File: src/rtl/pipe_stall_ctrl_pkg.sv
// Shared types and constants for the pipeline stall/flush sequencer.
package pipe_ctrl_pkg;

   typedef enum logic [1:0] {
      RUN      = 2'd0,
      MEM_WAIT = 2'd1,
      ERR      = 2'd2
   } ctrl_state_t;

   localparam int REG_AW = 5;

endpackage

File: src/rtl/pipe_stall_ctrl_if.sv
// Pipeline-side bundle: hazard inputs, data-memory handshake and register controls.
// Handshake: dmem_valid is the controller's request; an access completes in the cycle dmem_valid & dmem_ready.
interface pipe_stall_ctrl_if #(
   parameter int REG_AW = 5
);
   logic [REG_AW-1:0] id_rs1;
   logic [REG_AW-1:0] id_rs2;
   logic              id_rs1_used;
   logic              id_rs2_used;
   logic              ex_mem_r_en;
   logic [REG_AW-1:0] ex_dest;
   logic              ex_br_taken;
   logic              mem_access;
   logic              dmem_ready;
   logic              dmem_valid;
   logic              pc_en;
   logic              ifid_en;
   logic              ifid_flush;
   logic              idex_en;
   logic              idex_flush;
   logic              exmem_en;
   logic              memwb_en;
   logic              memwb_bubble;

   modport master (
      output id_rs1, id_rs2, id_rs1_used, id_rs2_used, ex_mem_r_en, ex_dest,
             ex_br_taken, mem_access, dmem_ready,
      input  dmem_valid, pc_en, ifid_en, ifid_flush, idex_en, idex_flush,
             exmem_en, memwb_en, memwb_bubble
   );

   modport slave (
      input  id_rs1, id_rs2, id_rs1_used, id_rs2_used, ex_mem_r_en, ex_dest,
             ex_br_taken, mem_access, dmem_ready,
      output dmem_valid, pc_en, ifid_en, ifid_flush, idex_en, idex_flush,
             exmem_en, memwb_en, memwb_bubble
   );
endinterface

File: src/rtl/pipe_stall_ctrl_hazard_detect.sv
// Load-use compare between the load in EX and the source operands of ID; x0 never matches.
module hazard_detect #(
   parameter int REG_AW = 5
) (
   input  logic [REG_AW-1:0] id_rs1,
   input  logic [REG_AW-1:0] id_rs2,
   input  logic              id_rs1_used,
   input  logic              id_rs2_used,
   input  logic              ex_mem_r_en,
   input  logic [REG_AW-1:0] ex_dest,
   output logic              load_use
);
   logic rs1_hit;
   logic rs2_hit;

   assign rs1_hit  = id_rs1_used && (id_rs1 == ex_dest);
   assign rs2_hit  = id_rs2_used && (id_rs2 == ex_dest);
   assign load_use = ex_mem_r_en && (ex_dest != '0) && (rs1_hit || rs2_hit);
endmodule

File: src/rtl/pipe_stall_ctrl.sv
// Stall/flush sequencer for the 5-stage pipe: memory-wait freeze, branch squash, load-use bubble.
module pipe_stall_ctrl #(
   parameter int REG_AW   = 5,
   parameter int TIMEOUT  = 64,
   parameter int STALL_CW = 16
) (
   input  logic                      clk,
   input  logic                      rstn,
   pipe_stall_ctrl_if.slave          p,
   output logic                      mem_err,
   output logic [STALL_CW-1:0]       stall_cycles,
   output pipe_ctrl_pkg::ctrl_state_t dbg_state
);
   import pipe_ctrl_pkg::*;

   // wait_cnt only has to reach TIMEOUT-1.
   localparam int WCW = (TIMEOUT > 1) ? $clog2(TIMEOUT) : 1;

   ctrl_state_t    state_q, state_d;
   logic [WCW-1:0] wait_q, wait_d;
   logic           err_set;
   logic           load_use;

   hazard_detect #(.REG_AW(REG_AW)) u_hazard (
      .id_rs1      (p.id_rs1),
      .id_rs2      (p.id_rs2),
      .id_rs1_used (p.id_rs1_used),
      .id_rs2_used (p.id_rs2_used),
      .ex_mem_r_en (p.ex_mem_r_en),
      .ex_dest     (p.ex_dest),
      .load_use    (load_use)
   );

   assign dbg_state = state_q;

   always_ff @(posedge clk) begin
      if (!rstn) begin
         state_q      <= RUN;
         wait_q       <= '0;
         mem_err      <= 1'b0;
         stall_cycles <= '0;
      end else begin
         state_q <= state_d;
         wait_q  <= wait_d;
         if (err_set) mem_err <= 1'b1;
         if (!p.pc_en && (stall_cycles != '1)) stall_cycles <= stall_cycles + 1'b1;
      end
   end

   always_comb begin
      state_d = state_q;
      wait_d  = wait_q;
      err_set = 1'b0;
      case (state_q)
         RUN: begin
            if (p.mem_access && !p.dmem_ready) begin
               state_d = MEM_WAIT;
               wait_d  = WCW'(1);
            end
         end
         MEM_WAIT: begin
            if (p.dmem_ready) begin
               state_d = RUN;
               wait_d  = '0;
            end else if ((TIMEOUT != 0) && (int'(wait_q) == TIMEOUT - 1)) begin
               state_d = ERR;
               err_set = 1'b1;
            end else begin
               wait_d = wait_q + WCW'(1);
            end
         end
         ERR:     state_d = ERR;
         default: state_d = RUN;
      endcase
   end

   always_comb begin
      p.dmem_valid   = 1'b0;
      p.pc_en        = 1'b1;
      p.ifid_en      = 1'b1;
      p.ifid_flush   = 1'b0;
      p.idex_en      = 1'b1;
      p.idex_flush   = 1'b0;
      p.exmem_en     = 1'b1;
      p.memwb_en     = 1'b1;
      p.memwb_bubble = 1'b0;
      if (!rstn || (state_q == ERR) || (state_q != RUN && state_q != MEM_WAIT)) begin
         p.pc_en        = 1'b0;
         p.ifid_en      = 1'b0;
         p.idex_en      = 1'b0;
         p.exmem_en     = 1'b0;
         p.memwb_en     = 1'b0;
         p.ifid_flush   = 1'b1;
         p.idex_flush   = 1'b1;
         p.memwb_bubble = 1'b1;
      end else begin
         p.dmem_valid = (state_q == MEM_WAIT) || p.mem_access;
         if (p.dmem_valid && !p.dmem_ready) begin
            // Freeze the front; WB keeps draining with bubbles.
            p.pc_en        = 1'b0;
            p.ifid_en      = 1'b0;
            p.idex_en      = 1'b0;
            p.exmem_en     = 1'b0;
            p.memwb_bubble = 1'b1;
         end else if (state_q == RUN) begin
            if (p.ex_br_taken) begin
               p.ifid_flush = 1'b1;
               p.idex_flush = 1'b1;
            end else if (load_use) begin
               p.pc_en      = 1'b0;
               p.ifid_en    = 1'b0;
               p.idex_flush = 1'b1;
            end
         end
      end
   end
endmodule

File: src/flat_wrapper.sv
// flat-port wrapper written by rule: the top's interface ports become plain ports
module pipe_stall_ctrl_flat import pipe_ctrl_pkg::*;
#(
   parameter int REG_AW   = 5,
   parameter int TIMEOUT  = 64,
   parameter int STALL_CW = 16
)
  (clk, rstn, mem_err, stall_cycles, dbg_state, p_id_rs1, p_id_rs2, p_id_rs1_used, p_id_rs2_used, p_ex_mem_r_en, p_ex_dest, p_ex_br_taken, p_mem_access, p_dmem_ready, p_dmem_valid, p_pc_en, p_ifid_en, p_ifid_flush, p_idex_en, p_idex_flush, p_exmem_en, p_memwb_en, p_memwb_bubble);
  pipe_stall_ctrl_if #(.REG_AW(REG_AW)) p_i ();
  input  logic clk;
  input  logic rstn;
  output logic mem_err;
  output logic [STALL_CW-1:0] stall_cycles;
  output pipe_ctrl_pkg::ctrl_state_t dbg_state;
  input wire logic [$bits(p_i.id_rs1)-1:0] p_id_rs1;
  input wire logic [$bits(p_i.id_rs2)-1:0] p_id_rs2;
  input wire logic [$bits(p_i.id_rs1_used)-1:0] p_id_rs1_used;
  input wire logic [$bits(p_i.id_rs2_used)-1:0] p_id_rs2_used;
  input wire logic [$bits(p_i.ex_mem_r_en)-1:0] p_ex_mem_r_en;
  input wire logic [$bits(p_i.ex_dest)-1:0] p_ex_dest;
  input wire logic [$bits(p_i.ex_br_taken)-1:0] p_ex_br_taken;
  input wire logic [$bits(p_i.mem_access)-1:0] p_mem_access;
  input wire logic [$bits(p_i.dmem_ready)-1:0] p_dmem_ready;
  output wire logic [$bits(p_i.dmem_valid)-1:0] p_dmem_valid;
  output wire logic [$bits(p_i.pc_en)-1:0] p_pc_en;
  output wire logic [$bits(p_i.ifid_en)-1:0] p_ifid_en;
  output wire logic [$bits(p_i.ifid_flush)-1:0] p_ifid_flush;
  output wire logic [$bits(p_i.idex_en)-1:0] p_idex_en;
  output wire logic [$bits(p_i.idex_flush)-1:0] p_idex_flush;
  output wire logic [$bits(p_i.exmem_en)-1:0] p_exmem_en;
  output wire logic [$bits(p_i.memwb_en)-1:0] p_memwb_en;
  output wire logic [$bits(p_i.memwb_bubble)-1:0] p_memwb_bubble;
  assign p_i.id_rs1 = p_id_rs1;
  assign p_i.id_rs2 = p_id_rs2;
  assign p_i.id_rs1_used = p_id_rs1_used;
  assign p_i.id_rs2_used = p_id_rs2_used;
  assign p_i.ex_mem_r_en = p_ex_mem_r_en;
  assign p_i.ex_dest = p_ex_dest;
  assign p_i.ex_br_taken = p_ex_br_taken;
  assign p_i.mem_access = p_mem_access;
  assign p_i.dmem_ready = p_dmem_ready;
  assign p_dmem_valid = p_i.dmem_valid;
  assign p_pc_en = p_i.pc_en;
  assign p_ifid_en = p_i.ifid_en;
  assign p_ifid_flush = p_i.ifid_flush;
  assign p_idex_en = p_i.idex_en;
  assign p_idex_flush = p_i.idex_flush;
  assign p_exmem_en = p_i.exmem_en;
  assign p_memwb_en = p_i.memwb_en;
  assign p_memwb_bubble = p_i.memwb_bubble;
  pipe_stall_ctrl #(.REG_AW(REG_AW), .TIMEOUT(TIMEOUT), .STALL_CW(STALL_CW)) u_core (.clk(clk), .rstn(rstn), .p(p_i), .mem_err(mem_err), .stall_cycles(stall_cycles), .dbg_state(dbg_state));
endmodule
File: config.mk
export PLATFORM = sky130hd
export DESIGN_NAME = pipe_stall_ctrl_flat
export DESIGN_NICKNAME = d
export VERILOG_FILES = /design/src/rtl/pipe_stall_ctrl_pkg.sv /design/src/rtl/pipe_stall_ctrl_if.sv /design/src/rtl/pipe_stall_ctrl_hazard_detect.sv /design/src/rtl/pipe_stall_ctrl.sv /design/src/flat_wrapper.sv
export SDC_FILE = /design/constraint.sdc
export NUM_CORES = 1
export LEC_CHECK = 0
export CORE_MARGIN = 2
export CORE_UTILIZATION = 33
export CTS_BUF_LIST = sky130_fd_sc_hd__clkbuf_8
export CTS_CLUSTER_DIAMETER = 50
export DETAILED_ROUTE_END_ITERATION = 8
export PLACE_DENSITY = 0.71
export SETUP_SLACK_MARGIN = 0.02
export SYNTH_ARGS = -nofsm -noshare
export SYNTH_HDL_FRONTEND = slang
export SYNTH_SLANG_ARGS = --single-unit
File: constraint.sdc
create_clock -name clk -period 5.8 [get_ports clk]
set_clock_uncertainty 0.1 [all_clocks]
set_input_delay 0.87 -clock clk [delete_from_list [all_inputs] [get_ports clk]]
set_output_delay 0.87 -clock clk [all_outputs]
set_load 0.02 [all_outputs]
==> results.txt, run 1 <==
Yosys warnings: 0
N_diodes: 0
Final ANT Viol Nets: 0
Worst-Margin Slew: 645 ps
Dpl cells: 270
Number of synthesized flops with an enable pin: 0
Crit path capture type: output port
Clock slew seen by the registers of the worst setup and hold paths: 80 ps
CP max FO: 4
Required time of the critical path: 4830 ps
Netlist cell types: 38
Die Wd: 69.3 um
TritonCTS clock tree: built
Clock power frac: 29.4%
Routed via count: 1423
Routed WL per cell: 12.5 um
Layout cell share with drive strength beyond 1: 3.13%
Final HPWL DP: 2600 um
Slowest stage delay, CP: 540 ps
Logic pwr share: 20.4%
DRC Markers: 0
Max Transition Viols Final: 0
Area Overhead vs Synth: 40.4%
Worst vdd ir: 0.0000720 V
Total Routing Usage GR: 14.6%
Seq pwr share: 50.3%
Power Dens Cells: 181 mW/mm2
Routed WL: 3440 um
Largest net degree at the start of global routing: 26
Initial antenna violation count: 0
Floorplan die height: 69.3 um
Vias in the first global route: 1329
# rows: 23
Starting density of the core: 34.7%
I/O pins: 51
Port bufs: 50
Cells along the critical path: clkdlybuf4s50_1 -> xor2_1 -> nor4_1 -> a32oi_1 -> o31ai_1 -> inv_1 -> clkdlybuf4s50_1
Finish-stage setup viols: 0
Core outline area: 0.00406 mm2
Setup TNS: 0 ps
Slowest CP cell: clkdlybuf4s50_1
Worst rel slew slack: 57.0%
RSZ-0062 raised after global routing: false
Most common cell after layout, fill and taps aside: clkdlybuf4s50_1
# hold bufs at CTS: 0
Num CTS Buffers: 3
Layout Cells excl Fill: 274
Sequential area share after synthesis: 35.6%
Max_cap viols: 0
Yosys reg bits: 25
First-pass GRT wire length: 5920 um
Root Buffer: clkbuf_8
Worst setup path class: primary input to output port
Status: finished, final reports clean
Most frequent cells in the layout: clkdlybuf4s50_1, dfxtp_1, nor2_1, a21oi_1, nand2_1
Ys async rst share: 0%
Startpoint Class: primary input
Worst-Skew Late Latency: 270 ps
Post-CTS Setup Bufs: 0
Final hold violations: 0
Most Frequent Cell on Critical Path: clkdlybuf4s50_1
P_leak: 0.664 nW
H-tree levels: 1
Nets@finish: 250
Pint: 0.000260 W
PostCTS Resize Cnt: 0
DR iter-0 viols: 76
Critical Path AT: 3060 ps
Max frequency: 248 MHz
Clk sinks: 25
Clock buffer depth: 2
Die footprint: 0.00480 mm2
Final period util: 69.6%
Overflow after GRT: 0
Worst hold path class: register to register
DR pass1 iterations: 4
Switch share: 27.1%
Avg Cell Area, Syn: 7.95 um2
Psw: 0.0000967 W
Synth Flop Type: dfxtp_1
Vias per Instance: 5.19
Mapped Nets: 202
Mapped Cells: 177
Routability cong.: 0.767
Minimum clock period: 4030 ps
Post-Syn Area: 0.00141 mm2
[flip-flops by register name, summed over array words and instances, names as in the netlist]
name                 count
u_core.stall_cycles     16
u_core.mem_err           1
u_core.wait_q            6
u_core.dbg_state         2
[routing by layer]
metal	part of all wire [%]	routed length, um	global-route usage (%)
met5	0	0	0
met2	46	1570	24.3
met1	50	1710	18.8
met3	3.7	128	3.34
met4	0.99	34	4.58
[critical path, delay by kind of cell]
| kind | cells | cell delay (ps) |
|---|---|---|
| buf+inv | 3 | 1100 |
| compound gates | 2 | 600 |
| simple gates | 1 | 300 |
| xor+xnor | 1 | 180 |
[cells by family after synthesis]
kind of cell    Yosys count  share of synthesized area, %
simple gates             80                          30.3
compound gates           40                          16.8
flops                    25                          35.6
xor+xnor                 15                          9.34
buf+inv                  13                          4.71
mux                       2                          1.42
fa+ha+maj                 2                          1.78
[layout make-up]
type / count / area (um2)
Clock buffer: 3 / 41.3
Inverter: 6 / 22.5
Sequential cell: 25 / 500
Multi-Input combinational cell: 139 / 840
Tap cell: 50 / 62.6
Fill cell: 405 / 2080
Clock inverter: 1 / 7.51
Timing Repair Buffer: 50 / 500
[power by group through the flow]
stage,combinational [W],sequential [W],clock (W)
final,0.0000727,0.000179,0.000105
after global routing,0.0000797,0.000180,0.000116
after CTS,0.0000734,0.000179,0.000109
after detailed placement,0.0000730,0.000183,0
after global placement,0.0000726,0.000183,0
after floorplan,0.0000358,0.000186,0
[synthesized netlist by cell type, drive strengths merged, types with 3 or more instances]
cell,count,area share [%]
dfxtp,25,36
a21oi,16,5.7
nor2,16,4.3
nand2,13,3.5
o21ai,13,4.6
xor2,12,7.5
or3,11,5.2
nand3,10,3.6
nand4,7,3.1
nor3,7,2.5
inv,6,1.6
buf,4,2.2
o31ai,4,2.1
or4,4,2.1
clkbuf,3,0.89
nor4,3,1.3
xnor2,3,1.9
[worst paths after layout]
path,startpoint,endpoint,depth (start not counted),slack [ps]
setup / recovery,p_ex_dest[2],p_ifid_en,7,1770
hold / removal,u_core.mem_err,u_core.mem_err,2,400
setup reg to reg,u_core.stall_cycles[0],u_core.stall_cycles[1],7,3260
hold reg to reg,u_core.mem_err,u_core.mem_err,2,400
[metrics by stage]
step | hold slack (ps) | utilization (%) | cell area [um2] | worst slack, ps | total power, W
3_5_place_dp | 384 | 47.5 | 1930 | 1730 | 0.000256
6_report | 397 | 48.7 | 1970 | 1770 | 0.000357
5_1_grt | 428 | 48.7 | 1970 | 1610 | 0.000376
2_1_floorplan | 371 | - | 1410 | 2290 | 0.000222
3_3_place_gp | 368 | 47.5 | 1930 | 1790 | 0.000256
4_1_cts | 406 | 48.7 | 1970 | 1730 | 0.000361
No activity file was read; power rests on OpenSTA's default activity.
==> run 2: changes to the inputs <==
--- a/config.mk
+++ b/config.mk
@@ -10,7 +10,7 @@
 export CTS_BUF_LIST = sky130_fd_sc_hd__clkbuf_8
 export CTS_CLUSTER_DIAMETER = 50
 export DETAILED_ROUTE_END_ITERATION = 8
-export PLACE_DENSITY = 0.71
+export PLACE_DENSITY = 0.74
 export SETUP_SLACK_MARGIN = 0.02
 export SYNTH_ARGS = -nofsm -noshare
 export SYNTH_HDL_FRONTEND = slang
==> constraint.sdc (replaced) <==
create_clock -name clk -period 3.5 [get_ports clk]
set_clock_uncertainty 0.1 [all_clocks]
set_input_delay 0.525 -clock clk [delete_from_list [all_inputs] [get_ports clk]]
set_output_delay 0.525 -clock clk [all_outputs]
set_load 0.02 [all_outputs]
==> results.txt, run 2 (same netlist as run 1, synthesis figures left out) <==
Status: finished, final reports clean
Largest net degree at the start of global routing: 26 (unchanged)
Clock buffer depth: 2 (unchanged)
Worst vdd ir: 0.000122 V (+70%)
Worst hold path class: register to register
Pint: 0.000433 W (+66%)
Logic pwr share: 21.4% (+1.0 points)
Slowest stage delay, CP: 540 ps (about the same)
Dpl cells: 275 (+1.9%)
Routed WL: 3420 um (-0.38%)
Die footprint: 0.00480 mm2 (unchanged)
Vias per Instance: 5.25 (+1.1%)
Root Buffer: clkbuf_8
Max_cap viols: 0 (unchanged)
Max Transition Viols Final: 0 (unchanged)
Hold Path Stages: 2 (unchanged)
Worst rel slew slack: 62.7% (+5.8 points)
Nets@finish: 255 (+2.0%)
Finish-stage setup viols: 0 (unchanged)
Setup TNS: 0 ps (unchanged)
DR pass1 iterations: 4 (unchanged)
# rows: 23 (unchanged)
Seq pwr share: 50.8% (+0.5 points)
Final HPWL DP: 2630 um (+1.5%)
TritonCTS clock tree: built
Max frequency: 305 MHz
Startpoint Class: primary input
Routability cong.: 0.880 (+15%)
CP max FO: 4 (unchanged)
Crit. Startpoint: p_ex_dest[3]
Clock power frac: 27.8% (-1.6 points)
First-pass GRT wire length: 5570 um (-5.9%)
CP Depth: 7 (unchanged)
Cell area after layout: 0.00201 mm2 (+1.7%)
PostCTS Resize Cnt: 0 (unchanged)
Worst-Skew Late Latency: 260 ps (about the same)
RSZ-0062 raised after global routing: false
# hold bufs at CTS: 0 (unchanged)
Required time of the critical path: 2870 ps (-1960 ps)
Reg-to-reg startpoint: u_core.stall_cycles[0]
Core outline area: 0.00406 mm2 (unchanged)
Overflow after GRT: 0 (unchanged)
Crit path capture type: output port
Final period util: 93.8%
Die Wd: 69.3 um (unchanged)
Slowest CP cell: clkdlybuf4s50_1
Worst-Margin Slew: 554 ps (-91.0 ps)
Layout cell share with drive strength beyond 1: 4.80% (+1.7 points)
Delay-heaviest family, CP: buffers and inverters
Most common cell after layout, fill and taps aside: clkdlybuf4s50_1
Psw: 0.000153 W (+58%)
Final hold violations: 0 (unchanged)
Routed WL per cell: 12.3 um (-2.2%)
Post-CTS Setup Bufs: 0 (unchanged)
Reg2Reg Depth: 8 (+1)
Area Overhead vs Synth: 42.8%
Clock slew seen by the registers of the worst setup and hold paths: 80 ps (about the same)
Top reg by flops: u_core.stall_cycles
Layout Cells excl Fill: 279 (+1.8%)
Starting density of the core: 34.7% (unchanged)
Most Frequent Cell on Critical Path: clkdlybuf4s50_1
Critical Path AT: 2660 ps (-400 ps)
P_leak: 0.693 nW (+4.5%)
Floorplan die height: 69.3 um (unchanged)
Filler Cells Inserted: 387 (-4.4%)
Worst setup path class: primary input to output port
Worst Hold Launch: u_core.mem_err
Clk sinks: 25 (unchanged)
Max reg flops: 16 (unchanged)
Routed via count: 1465 (+3.0%)
Power Dens Cells: 291 mW/mm2 (+61%)
Initial antenna violation count: 0 (unchanged)
H-tree levels: 1 (unchanged)
DR iter-0 viols: 53 (-30%)
Most frequent cells in the layout: clkdlybuf4s50_1, dfxtp_1, nor2_1, a21oi_1, nand2_1
Minimum clock period: 3280 ps
Total Routing Usage GR: 13.6% (-1.0 points)
Final ANT Viol Nets: 0 (unchanged)
N_diodes: 0 (unchanged)
Bufs and invs on worst path: 3 (unchanged)
Cells along the critical path: clkdlybuf4s50_1 -> xor2_1 -> nor4_1 -> a32oi_1 -> o31ai_1 -> inv_1 -> clkdlybuf4s50_1
Port bufs: 50 (unchanged)
Num CTS Buffers: 3 (unchanged)
DRC Markers: 0 (unchanged)
Switch share: 26.1% (-1.0 points)
I/O pins: 51 (unchanged)
Area after DPL: 0.00196 mm2 (+1.9%)
Vias in the first global route: 1239 (-6.8%)
==> run 2: metrics by stage <==
| step | total power, W | hold WS [ps] | worst slack, ps | util (%) |
|---|---|---|---|---|
| 5_1_grt | 0.000615 | 440 | 33.1 | 49.5 |
| 2_1_floorplan | 0.000367 | 371 | 676 | - |
| 6_report | 0.000585 | 396 | 216 | 49.5 |
| 3_5_place_dp | 0.000429 | 362 | 189 | 48.4 |
| 3_3_place_gp | 0.000428 | 364 | 251 | 48.4 |
| 4_1_cts | 0.000593 | 391 | 182 | 49.5 |
==> run 2: worst register-to-register path: cells and delay by family (launching register included) <==
kind | cells | cell delay [ps]
buf+inv | 1 | 150
compound gates | 1 | 400
fa+ha+maj | 1 | 170
mux | 1 | 230
flops | 1 | 410
simple gates | 4 | 900
==> run 2: per-layer routing <==
| layer | wire length, um | track usage (%) |
|---|---|---|
| met1 | 1700 | 17.9 |
| met2 | 1580 | 23.2 |
| met3 | 111 | 1.74 |
| met4 | 34 | 3.92 |
| met5 | 0 | 0 |
==> run 2: cell type report <==
cell class,count,area [um2],area share (%)
multi-input combinational,139,840,41.8
timing repair buffer,55,538,26.8
sequential,25,500,24.9
tap,50,62.6,3.12
clock buffer,3,41.3,2.06
inverter,6,22.5,1.12
clock inverter,1,3.75,0.187
==> run 2: path summary, 6_finish.rpt <==
check / to / slack (ps)
worst min-delay path: u_core.mem_err / 400
worst max-delay path: p_ifid_en / 220
worst min register to register: u_core.mem_err / 400
worst max register to register: u_core.stall_cycles[1] / 1050
==> run 2: power groups by stage <==
stage               Clock [W]  Combinational [W]  Sequential, W
detailed placement          0           0.000125       0.000304
floorplan                   0          0.0000594       0.000308
global route         0.000181           0.000136       0.000298
CTS                  0.000170           0.000126       0.000297
global placement            0           0.000124       0.000304
finish               0.000163           0.000125       0.000297
